## src/rtl/pkt_demux3.sv

```systemverilog
// Store-and-forward demultiplexer: steers a tagged packet stream into three
// per-channel circular buffers and releases only complete packets downstream.
module pkt_demux3 #(
  parameter int DW      = 8,
  parameter int DEPTH   = 64,
  parameter int MAX_PKT = 32
) (
  input  logic          clk,
  input  logic          rst_n,
  input  logic          din_vld,
  input  logic          din_sop,
  input  logic          din_eop,
  input  logic [DW-1:0] din,
  input  logic [1:0]    din_chan,
  output logic          data_a_vld,
  output logic          data_a_sop,
  output logic          data_a_eop,
  output logic [DW-1:0] data_a,
  input  logic          data_a_rdy,
  output logic          data_b_vld,
  output logic          data_b_sop,
  output logic          data_b_eop,
  output logic [DW-1:0] data_b,
  input  logic          data_b_rdy,
  output logic          data_c_vld,
  output logic          data_c_sop,
  output logic          data_c_eop,
  output logic [DW-1:0] data_c,
  input  logic          data_c_rdy,
  output logic          drop_pulse,
  output logic [15:0]   drop_cnt
);

  localparam int AW = $clog2(DEPTH);
  localparam int LW = $clog2(MAX_PKT + 1);
  localparam logic [AW:0]   DEPTH_W = (AW+1)'(DEPTH);
  localparam logic [AW:0]   MAXP_W  = (AW+1)'(MAX_PKT);
  localparam logic [AW:0]   ONE_W   = (AW+1)'(1);
  localparam logic [AW:0]   ZERO_W  = (AW+1)'(0);
  localparam logic [LW-1:0] MAXL_W  = LW'(MAX_PKT);
  localparam logic [LW-1:0] LONE_W  = LW'(1);

  typedef enum logic [1:0] {IDLE = 2'd0, RECV = 2'd1, DROP = 2'd2} state_e;

  state_e        state_q, state_d;
  logic [1:0]    chan_q, chan_d;
  logic [AW:0]   start_q, start_d;
  logic [LW-1:0] len_q, len_d;
  logic [AW:0]   wr_ptr_q [3];
  logic [AW:0]   wr_ptr_d [3];
  logic [AW:0]   commit_q [3];
  logic [AW:0]   commit_d [3];
  logic [AW:0]   commit_vis_q [3];
  logic [AW:0]   rd_ptr_q [3];
  logic [AW:0]   rd_ptr_d [3];
  logic [AW:0]   pkt_cnt_q [3];
  logic [AW:0]   pkt_cnt_d [3];
  logic [2:0]    vld_q, vld_d, sop_q, sop_d, eop_q, eop_d;
  logic [DW-1:0] data_q [3];
  logic [DW-1:0] data_d [3];
  logic          drop_pulse_q, drop_pulse_d;
  logic [15:0]   drop_cnt_q, drop_cnt_d;
  logic [16:0]   drop_sum;
  logic [1:0]    drop_num;
  logic [2:0]    commit_inc;
  logic [2:0]    rdy_s;
  logic          wr_en;
  logic [1:0]    wr_ch;
  logic [AW:0]   wr_addr;
  logic [DW+1:0] wr_word;
  logic [AW:0]   free;
  logic [DW+1:0] mem_q [3][DEPTH];

  assign rdy_s = {data_c_rdy, data_b_rdy, data_a_rdy};

  // Input FSM: admission, buffer writes, commit and rollback.
  always_comb begin
    state_d  = state_q;
    chan_d   = chan_q;
    start_d  = start_q;
    len_d    = len_q;
    for (int c = 0; c < 3; c++) begin
      wr_ptr_d[c] = wr_ptr_q[c];
      commit_d[c] = commit_q[c];
    end
    wr_en      = 1'b0;
    wr_ch      = 2'd0;
    wr_addr    = ZERO_W;
    wr_word    = {din_sop, din_eop, din};
    drop_num   = 2'd0;
    commit_inc = 3'b000;
    free       = ZERO_W;
    if (din_vld && din_sop) begin
      // A sop while receiving abandons the partial packet before the new one is judged.
      if (state_q == RECV) begin
        wr_ptr_d[chan_q] = start_q;
        drop_num         = 2'd1;
      end else begin
        drop_num = 2'd0;
      end
      if (din_chan == 2'd3) begin
        drop_num = drop_num + 2'd1;
        state_d  = din_eop ? IDLE : DROP;
      end else begin
        free = DEPTH_W - (wr_ptr_d[din_chan] - rd_ptr_q[din_chan]);
        if (free < MAXP_W) begin
          drop_num = drop_num + 2'd1;
          state_d  = din_eop ? IDLE : DROP;
        end else begin
          chan_d             = din_chan;
          start_d            = commit_q[din_chan];
          wr_en              = 1'b1;
          wr_ch              = din_chan;
          wr_addr            = wr_ptr_d[din_chan];
          wr_ptr_d[din_chan] = wr_ptr_d[din_chan] + ONE_W;
          len_d              = LONE_W;
          if (din_eop) begin
            commit_d[din_chan]   = wr_ptr_d[din_chan];
            commit_inc[din_chan] = 1'b1;
            state_d              = IDLE;
          end else begin
            state_d = RECV;
          end
        end
      end
    end else if (din_vld) begin
      case (state_q)
        RECV: begin
          if (len_q == MAXL_W) begin
            wr_ptr_d[chan_q] = start_q;
            drop_num         = 2'd1;
            state_d          = din_eop ? IDLE : DROP;
          end else begin
            wr_en            = 1'b1;
            wr_ch            = chan_q;
            wr_addr          = wr_ptr_q[chan_q];
            wr_ptr_d[chan_q] = wr_ptr_q[chan_q] + ONE_W;
            len_d            = len_q + LONE_W;
            if (din_eop) begin
              commit_d[chan_q]   = wr_ptr_d[chan_q];
              commit_inc[chan_q] = 1'b1;
              state_d            = IDLE;
            end else begin
              state_d = RECV;
            end
          end
        end
        DROP:    state_d = din_eop ? IDLE : DROP;
        default: state_d = IDLE;
      endcase
    end else begin
      state_d = state_q;
    end
    drop_sum     = {1'b0, drop_cnt_q} + {15'd0, drop_num};
    drop_cnt_d   = drop_sum[16] ? 16'hFFFF : drop_sum[15:0];
    drop_pulse_d = (drop_num != 2'd0);
  end

  // Per-channel output register; commit becomes visible one cycle late via commit_vis_q.
  always_comb begin
    for (int c = 0; c < 3; c++) begin
      rd_ptr_d[c] = rd_ptr_q[c];
      vld_d[c]    = vld_q[c];
      sop_d[c]    = sop_q[c];
      eop_d[c]    = eop_q[c];
      data_d[c]   = data_q[c];
      if ((rd_ptr_q[c] != commit_vis_q[c]) && (pkt_cnt_q[c] != ZERO_W) &&
          (!vld_q[c] || rdy_s[c])) begin
        {sop_d[c], eop_d[c], data_d[c]} = mem_q[c][rd_ptr_q[c][AW-1:0]];
        vld_d[c]    = 1'b1;
        rd_ptr_d[c] = rd_ptr_q[c] + ONE_W;
      end else if (rdy_s[c]) begin
        vld_d[c] = 1'b0;
      end else begin
        vld_d[c] = vld_q[c];
      end
      pkt_cnt_d[c] = pkt_cnt_q[c] + (commit_inc[c] ? ONE_W : ZERO_W)
                     - ((vld_q[c] && rdy_s[c] && eop_q[c]) ? ONE_W : ZERO_W);
    end
  end

  // Buffer RAM write port.
  always_ff @(posedge clk) begin
    if (wr_en) begin
      mem_q[wr_ch][wr_addr[AW-1:0]] <= wr_word;
    end
  end

  // State, pointer and output registers.
  always_ff @(posedge clk) begin
    if (!rst_n) begin
      state_q      <= IDLE;
      chan_q       <= 2'd0;
      start_q      <= ZERO_W;
      len_q        <= '0;
      vld_q        <= 3'b000;
      sop_q        <= 3'b000;
      eop_q        <= 3'b000;
      drop_pulse_q <= 1'b0;
      drop_cnt_q   <= 16'h0000;
      for (int c = 0; c < 3; c++) begin
        wr_ptr_q[c]     <= ZERO_W;
        commit_q[c]     <= ZERO_W;
        commit_vis_q[c] <= ZERO_W;
        rd_ptr_q[c]     <= ZERO_W;
        pkt_cnt_q[c]    <= ZERO_W;
        data_q[c]       <= '0;
      end
    end else begin
      state_q      <= state_d;
      chan_q       <= chan_d;
      start_q      <= start_d;
      len_q        <= len_d;
      vld_q        <= vld_d;
      sop_q        <= sop_d;
      eop_q        <= eop_d;
      drop_pulse_q <= drop_pulse_d;
      drop_cnt_q   <= drop_cnt_d;
      for (int c = 0; c < 3; c++) begin
        wr_ptr_q[c]     <= wr_ptr_d[c];
        commit_q[c]     <= commit_d[c];
        commit_vis_q[c] <= commit_q[c];
        rd_ptr_q[c]     <= rd_ptr_d[c];
        pkt_cnt_q[c]    <= pkt_cnt_d[c];
        data_q[c]       <= data_d[c];
      end
    end
  end

  assign data_a_vld = vld_q[0];
  assign data_a_sop = sop_q[0];
  assign data_a_eop = eop_q[0];
  assign data_a     = data_q[0];
  assign data_b_vld = vld_q[1];
  assign data_b_sop = sop_q[1];
  assign data_b_eop = eop_q[1];
  assign data_b     = data_q[1];
  assign data_c_vld = vld_q[2];
  assign data_c_sop = sop_q[2];
  assign data_c_eop = eop_q[2];
  assign data_c     = data_q[2];
  assign drop_pulse = drop_pulse_q;
  assign drop_cnt   = drop_cnt_q;

endmodule

```

## config.mk

```make
export PLATFORM = sky130hd
export DESIGN_NAME = pkt_demux3
export DESIGN_NICKNAME = d
export VERILOG_FILES = /design/src/rtl/pkt_demux3.sv
export SDC_FILE = /design/constraint.sdc
export NUM_CORES = 2
export LEC_CHECK = 0
export CAP_MARGIN = 20
export CORE_ASPECT_RATIO = 0.8
export CORE_MARGIN = 2
export CORE_UTILIZATION = 30
export DETAILED_ROUTE_END_ITERATION = 10
export PLACE_DENSITY = 0.43
export REMOVE_ABC_BUFFERS = 1
export SETUP_SLACK_MARGIN = 0.5
export SYNTH_ARGS = -nofsm -noshare
export SYNTH_HDL_FRONTEND = slang
export SYNTH_SLANG_ARGS = --single-unit
```

## constraint.sdc

```tcl
create_clock -name clk -period 6.9 [get_ports clk]
set_input_delay 1.38 -clock clk [delete_from_list [all_inputs] [get_ports clk]]
set_output_delay 1.38 -clock clk [all_outputs]
set_load 0.02 [all_outputs]
```

# After elaboration in Yosys (flattened, before gate mapping)
# Memories as Yosys holds them, arrays and structs flattened. A register that Yosys moved wholly into a read port is not among the register bits.
# Index checks and enable logic that the tools add are counted.
# Widths: inputs -> output; s select.
# word_totals
in_bits	18
wordCells	263
memories	7
regBits	36
output_inout_bits	50
ram_bits	2049
# memory_table
memory	depth	width	read_ports	rd_clocked_by_memory_dff	write_ports	line	rtl
mem_q	3	640	3	0	1	72	logic [DW+1:0] mem_q [3][DEPTH];
data_q	3	8	3	0	3	59	logic [DW-1:0] data_q [3];
commit_q	3	7	4	1	3	51	logic [AW:0] commit_q [3];
commit_vis_q	3	7	3	0	3	53	logic [AW:0] commit_vis_q [3];
pkt_cnt_q	3	7	3	0	3	56	logic [AW:0] pkt_cnt_q [3];
rd_ptr_q	3	7	4	0	3	54	logic [AW:0] rd_ptr_q [3];
1 more memories	n/a	n/a	n/a	n/a	n/a	n/a	
# classes
addsub	16
eq_ne	10
bitwise_logic	26
n_lt_le_gt_ge	14
reduce_logical	36
mux	140
# op_table
operator	n
$mux 640	1
$mux 21	16
$mux 7	26
$bmux 10 s6	3
$bwmux 21	5
$mux 6	12
$mux 10	7
$demux 10 s6	1
$mux 8	6
$bmux 7 s2	3
$mux 2	18
$add 7x1->7 const B	5
$demux 7 s2	2
$ge 7x7->1 const B	4
$mux 1	28
$not 6->7	4
$mux 3	8
$add 7x1->7	3
$ne 7x7->1	3
$reduce_bool 7->1	3
$sub 7x1->7	3
$logic_and 1x1->1	18
$or 1x1->1	18
$add 16x2->17	1
24 further kinds	44

# Logic depth before layout (Yosys ltp)
# logic_depth
ltp_word	23
depth_mapped	29
depth_no_buf	27

# Worst setup path after synthesis
# OpenSTA, ideal clock, no wires.
# synth_timing
path_type	in2reg
startpoint	input din_chan[0]
endpoint	register drop_cnt_q[4] (netlist: drop_cnt[4])
t_arrival_ps	6999
path_slack_ps	-170
path_buffers	5
stages	26
setup_ps	71
required_ps	6829
cell_sequence	clkbuf_1 buf_1 buf_1 clkbuf_1 mux2i_1 o21ai_0 ha_1 ha_1 o21ai_0 a21oi_1 o31a_1 a2111oi_0 a211o_1 a21oi_1 a21oi_1 o21ai_0 nor2_1 ha_1 inv_1 fa_1 nand3b_1 nor2_1 nand2_1 or3_1 clkbuf_1 a21oi_1
# synth_between
elab_chain_len	12
elab_cells_between_ends	14
cone_classes	add/sub: 3; order compare: 1; eq/ne: 1; mux: 7; bitwise: 1; memory: 1
# synth_lines
element	line	rtl
from (decl)	14	input logic [1:0] din_chan,
$not 2->3 (not written as such)	105	free = DEPTH_W - (wr_ptr_d[din_chan] - rd_ptr_q[din_chan]);
$bmux 7 s2	105	
$mux 7 (not written as such) (2 in series)	105	
$sub 7x7->7 (2 in series)	105	
$lt 7x6->1	106	if (free < MAXP_W) begin
$mux 2	106	
$mux 2 *	101	if (din_chan == 2'd3) begin
$mux 2 *	93	if (din_vld && din_sop) begin
$add 16x2->17 *	154	drop_sum = {1'b0, drop_cnt_q} + {15'd0, drop_num};
$mux 16 *	155	drop_cnt_d = drop_sum[16] ? 16'hFFFF : drop_sum[15:0];
to (signal assigned)	218	drop_cnt_q <= drop_cnt_d;
to (decl)	62	logic [15:0] drop_cnt_q, drop_cnt_d;
# Mark *: on every way between the ends. The rest lies on a longest branch, timed or not. The select of a mux whose other input is x is not followed.
# A chain may end at the register's enable or synchronous reset.

# Final worst setup path
# layout_timing
startpoint	register state_q[1]
endpoint	register drop_cnt_q[1] (netlist: drop_cnt[1])
# layout_between
elab_chain_len	14
elab_cells_between_ends	19
cone_classes	add/sub: 4; order compare: 1; eq/ne: 1; mux: 13
# layout_lines
element	line	rtl
from (decl)	45	state_e state_q, state_d;
from (signal assigned)	210	state_q <= state_d;
$eq 2x1->1 *	95, 127	
$mux 21	95	if (state_q == RECV) begin
$mux 21	93	
$bmux 7 s2	105	
$mux 7 (not written as such) (2 in series)	105	
$sub 7x7->7 (2 in series)	105	
$lt 7x6->1	106	
$mux 2	106	
$mux 2	101	
$mux 2 *	93	
$add 16x2->17 *	154	
$mux 16 *	155	
# Marked as above.

==> flow_summary.ini <==
[run_status]
status = completed

[placement]
post-dp-hpwl_mm = 144
dp.cells = 7982
io_buffers = 67
gp_congestion = 0.841

[clocking]
cts_setup_buffers = 0
cts_buffer_depth = 4
cts_inserted_buffers = 223
root_buffer = clkbuf_16
insertion_delay_ps = 880
cts.clk_slew.worst_paths_ps = 60
h-tree-depth = 4
cts_tree = yes
clock_sinks = 2094

[sta]
fin_crit_sh_pct = 85.9
fin_skew_ps = 69.7
final_hold_viol_count = 0
worstMarginPinSlew_ps = 1130
slew_viol_final = 0
slew_headroom_pct = 24.5
fin_crit_ps = 5930
fmax_mhz = 169
setup_viol = 0
rsz0062_at_grt = no

[synthesis]
synth_top_family_by_area = multiplexers
muxShareOfSynthArea_pct = 18.2
synth_xor_area_share_pct = 0.875
synth_compound_area_share_pct = 1.79
ys.flop_type = edfxtp_1
synth_fa_ha_area_share_pct = 0.804
synth_most_common_cell = edfxtp_1
synth_common_cells = 1920 x edfxtp_1, 630 x mux4_2, 358 x nor2_1
synth-simple-area-share_pct = 3.32
synth_cell_type_count = 73
yosys_warnings = 0
syn_avg_cell_area_um2 = 20.1
synth_area_leaders = edfxtp_1 69%, mux4_2 17%, dfxtp_1 4.2%, nor2_1 1.6%, mux2i_1 0.94%
yosysSeqAreaShare_pct = 73.6
syn_inst = 4126
ys_ff_latch = 2094
synth_area_leader_cell = edfxtp_1
synth.top_cell.area_share_pct = 69.4
syn_area_um2 = 83100
async_flop_share_pct = 0
synth-edff-count = 1920

[floorplan]
rows = 172
core_um2 = 275000
die_h_um = 475
num_io_pins = 68
start_util_pct = 30.2
dieWidth_um = 592
die_area_um2 = 281000

[critical_path]
crit_arrival_ps = 6680
setup.worst_path.end_class = flip-flop
crit_path_max_fanout = 13
path_class = reg -> reg
required_ps = 7650
critPathLaunchType = flip-flop

[global_routing]
grt_pass1_wl_mm = 332
grt_max_degree = 153
grt-ovfl-total = 0
grtUsageTotal_pct = 16.5
antenna_found_initial = 30
grt_pass1_vias = 41800

[routing]
drt-pass1-iter-count = 5
wl_met3_mm = 12.4
drc = 0
met1_length_mm = 115
drt_iter0_drc = 3939
routed_wirelength_mm = 233
via_count = 41500
ant_nets = 0
routed_via_density = 4.94
dr_wl_met2_mm = 102
route.top_layer_used = met5
wl_per_cell_um = 27.8

[final_layout]
postLayoutCoreUtil_pct = 35.5
fill_cells = 25600
layout-drive-gt1-share_pct = 29.0
fin_nets = 4625
syn2layout_area_growth_pct = 17.5
final_cells = 8398

[power]
power.switching_mw = 5.41
p_sw_share_pct = 20.6
p_int_mw = 20.8
p_total_mw = 26.2
power_frac_comb_pct = 2.2
ir_drop_mv = 0.204
cellLeakagePower_nw = 30.1
seqPwrFrac_pct = 52.9
p_per_area_nw_per_um2 = 269
p_clk_share_pct = 45.0

[flow_run]
drv_cap = 0

[min_path]
hold_path.class = reg -> reg
## placed cells by master, fill, tap and decap left out, types with 21 or more instances in the layout
| master | n |
|---|---|
| nand3_1 | 49 |
| mux2i_1 | 78 |
| nand4_1 | 21 |
| clkdlybuf4s50_1 | 54 |
| nand2_1 | 114 |
| clkinv_1 | 51 |
| mux4_2 | 630 |
| o22ai_1 | 32 |
| inv_1 | 74 |
| ha_1 | 46 |
| o21ai_0 | 40 |
| xor2_1 | 44 |
| bufinv_16 | 21 |
| clkbuf_16 | 227 |
| clkbuf_1 | 43 |
| xnor2_1 | 39 |
| edfxtp_1 | 1920 |
| buf_4 | 351 |
| nor2_1 | 358 |
| dfxtp_1 | 162 |
| clkinv_2 | 37 |
| a21oi_1 | 86 |
## repair_timing
item | in CTS | in global routing
endpoints found under the setup margin | 0 | 616
resized for setup | 0 | 5
hold endpoints to repair | 0 | 0
hold buffers | 0 | 0
## per-layer routing
layer	up-vias	GRT usage (%)
met5	-	0
met4	2	3.05
met3	262	2.51
met2	1107	24.3
met1	22400	25.8
li1	17800	-
## worst paths after layout
check	startpoint	cells after the start	slack [ps]	to
worst max-delay path	state_q[1]	26	970	drop_cnt[1]
worst min-delay path	data_q[0][22]	2	470	data_q[0][22]
worst max register to register	state_q[1]	26	970	drop_cnt[1]
worst min register to register	data_q[0][22]	2	470	data_q[0][22]
## metrics by stage
stage,TNS (ps),setup WS [ps],cell area [µm²],hold slack (ps)
finish,0,972,97600,467
floorplan,-6179650,-3370,82200,422
detailed placement,0,244,90400,455
CTS,0,641,97500,464
global route,0,517,97600,493
global placement,0,96.1,90400,456
## state kept, by name (all words and copies together) (netlist names), named ones only
signal and flops:
start_q 7, mem_q 1920, vld_q 3, eop_q 3
commit_vis_q 21, drop_cnt 16, drop_pulse 1, len_q 6
rd_ptr_q 21, pkt_cnt_q 21, data_q 24, sop_q 3
state_q 2, commit_q 21, chan_q 2, wr_ptr_q 21
## layout make-up
class,instances,area [µm²],area share (%)
flip-flops and latches,2094,61200,62.7
multi-input cells,1729,20800,21.3
clock buffers,276,5920,6.07
well taps,3654,4570,4.68
repair buffers,433,3630,3.72
clock inverters,130,1190,1.22
inverters,75,287,0.293
diodes,7,17.5,0.0179
## cell families (layout without fill, tap and decap cells)
| logic type | after synthesis | count (layout) |
|---|---|---|
| XOR/XNOR | 83 | 83 |
| AO/OA/AOI/OAI | 236 | 236 |
| adder cells (fa/ha/maj) | 51 | 51 |
| AND/OR/NAND/NOR | 635 | 635 |
| buffers and inverters | 303 | 914 |
| multiplexers | 724 | 724 |
| other | 0 | 7 |
| flip-flops | 2094 | 2094 |
## critical path, cell delays in order (launching register included)
cell       delay, ps
dfxtp_1          330
inv_1             60
ha_2             320
or3b_2           660
a32oi_1          210
a32o_1           350
inv_1            150
ha_1             240
ha_1             270
nand2_1           70
a21oi_1           50
o31a_1           140
a2111oi_1        430
buf_4            180
a211o_1          110
a21oi_1          120
a21oi_1          160
o21ai_0          110
nor2_1           130
ha_1             180
inv_1             60
fa_1             390
nand3b_1         190
nor2_1           170
nand2_1          110
or3_4            490
a21oi_1          170
## power groups by stage
stage	Sequential [mW]	Combinational, mW	Clock (mW)
2_1_floorplan	14.1	0.177	0
3_3_place_gp	14.1	0.569	0
3_5_place_dp	14.1	0.578	0
4_1_cts	13.9	0.577	12.2
5_1_grt	13.9	0.616	12.6
6_report	13.9	0.567	11.8
Power figures use the tool's default switching activity.
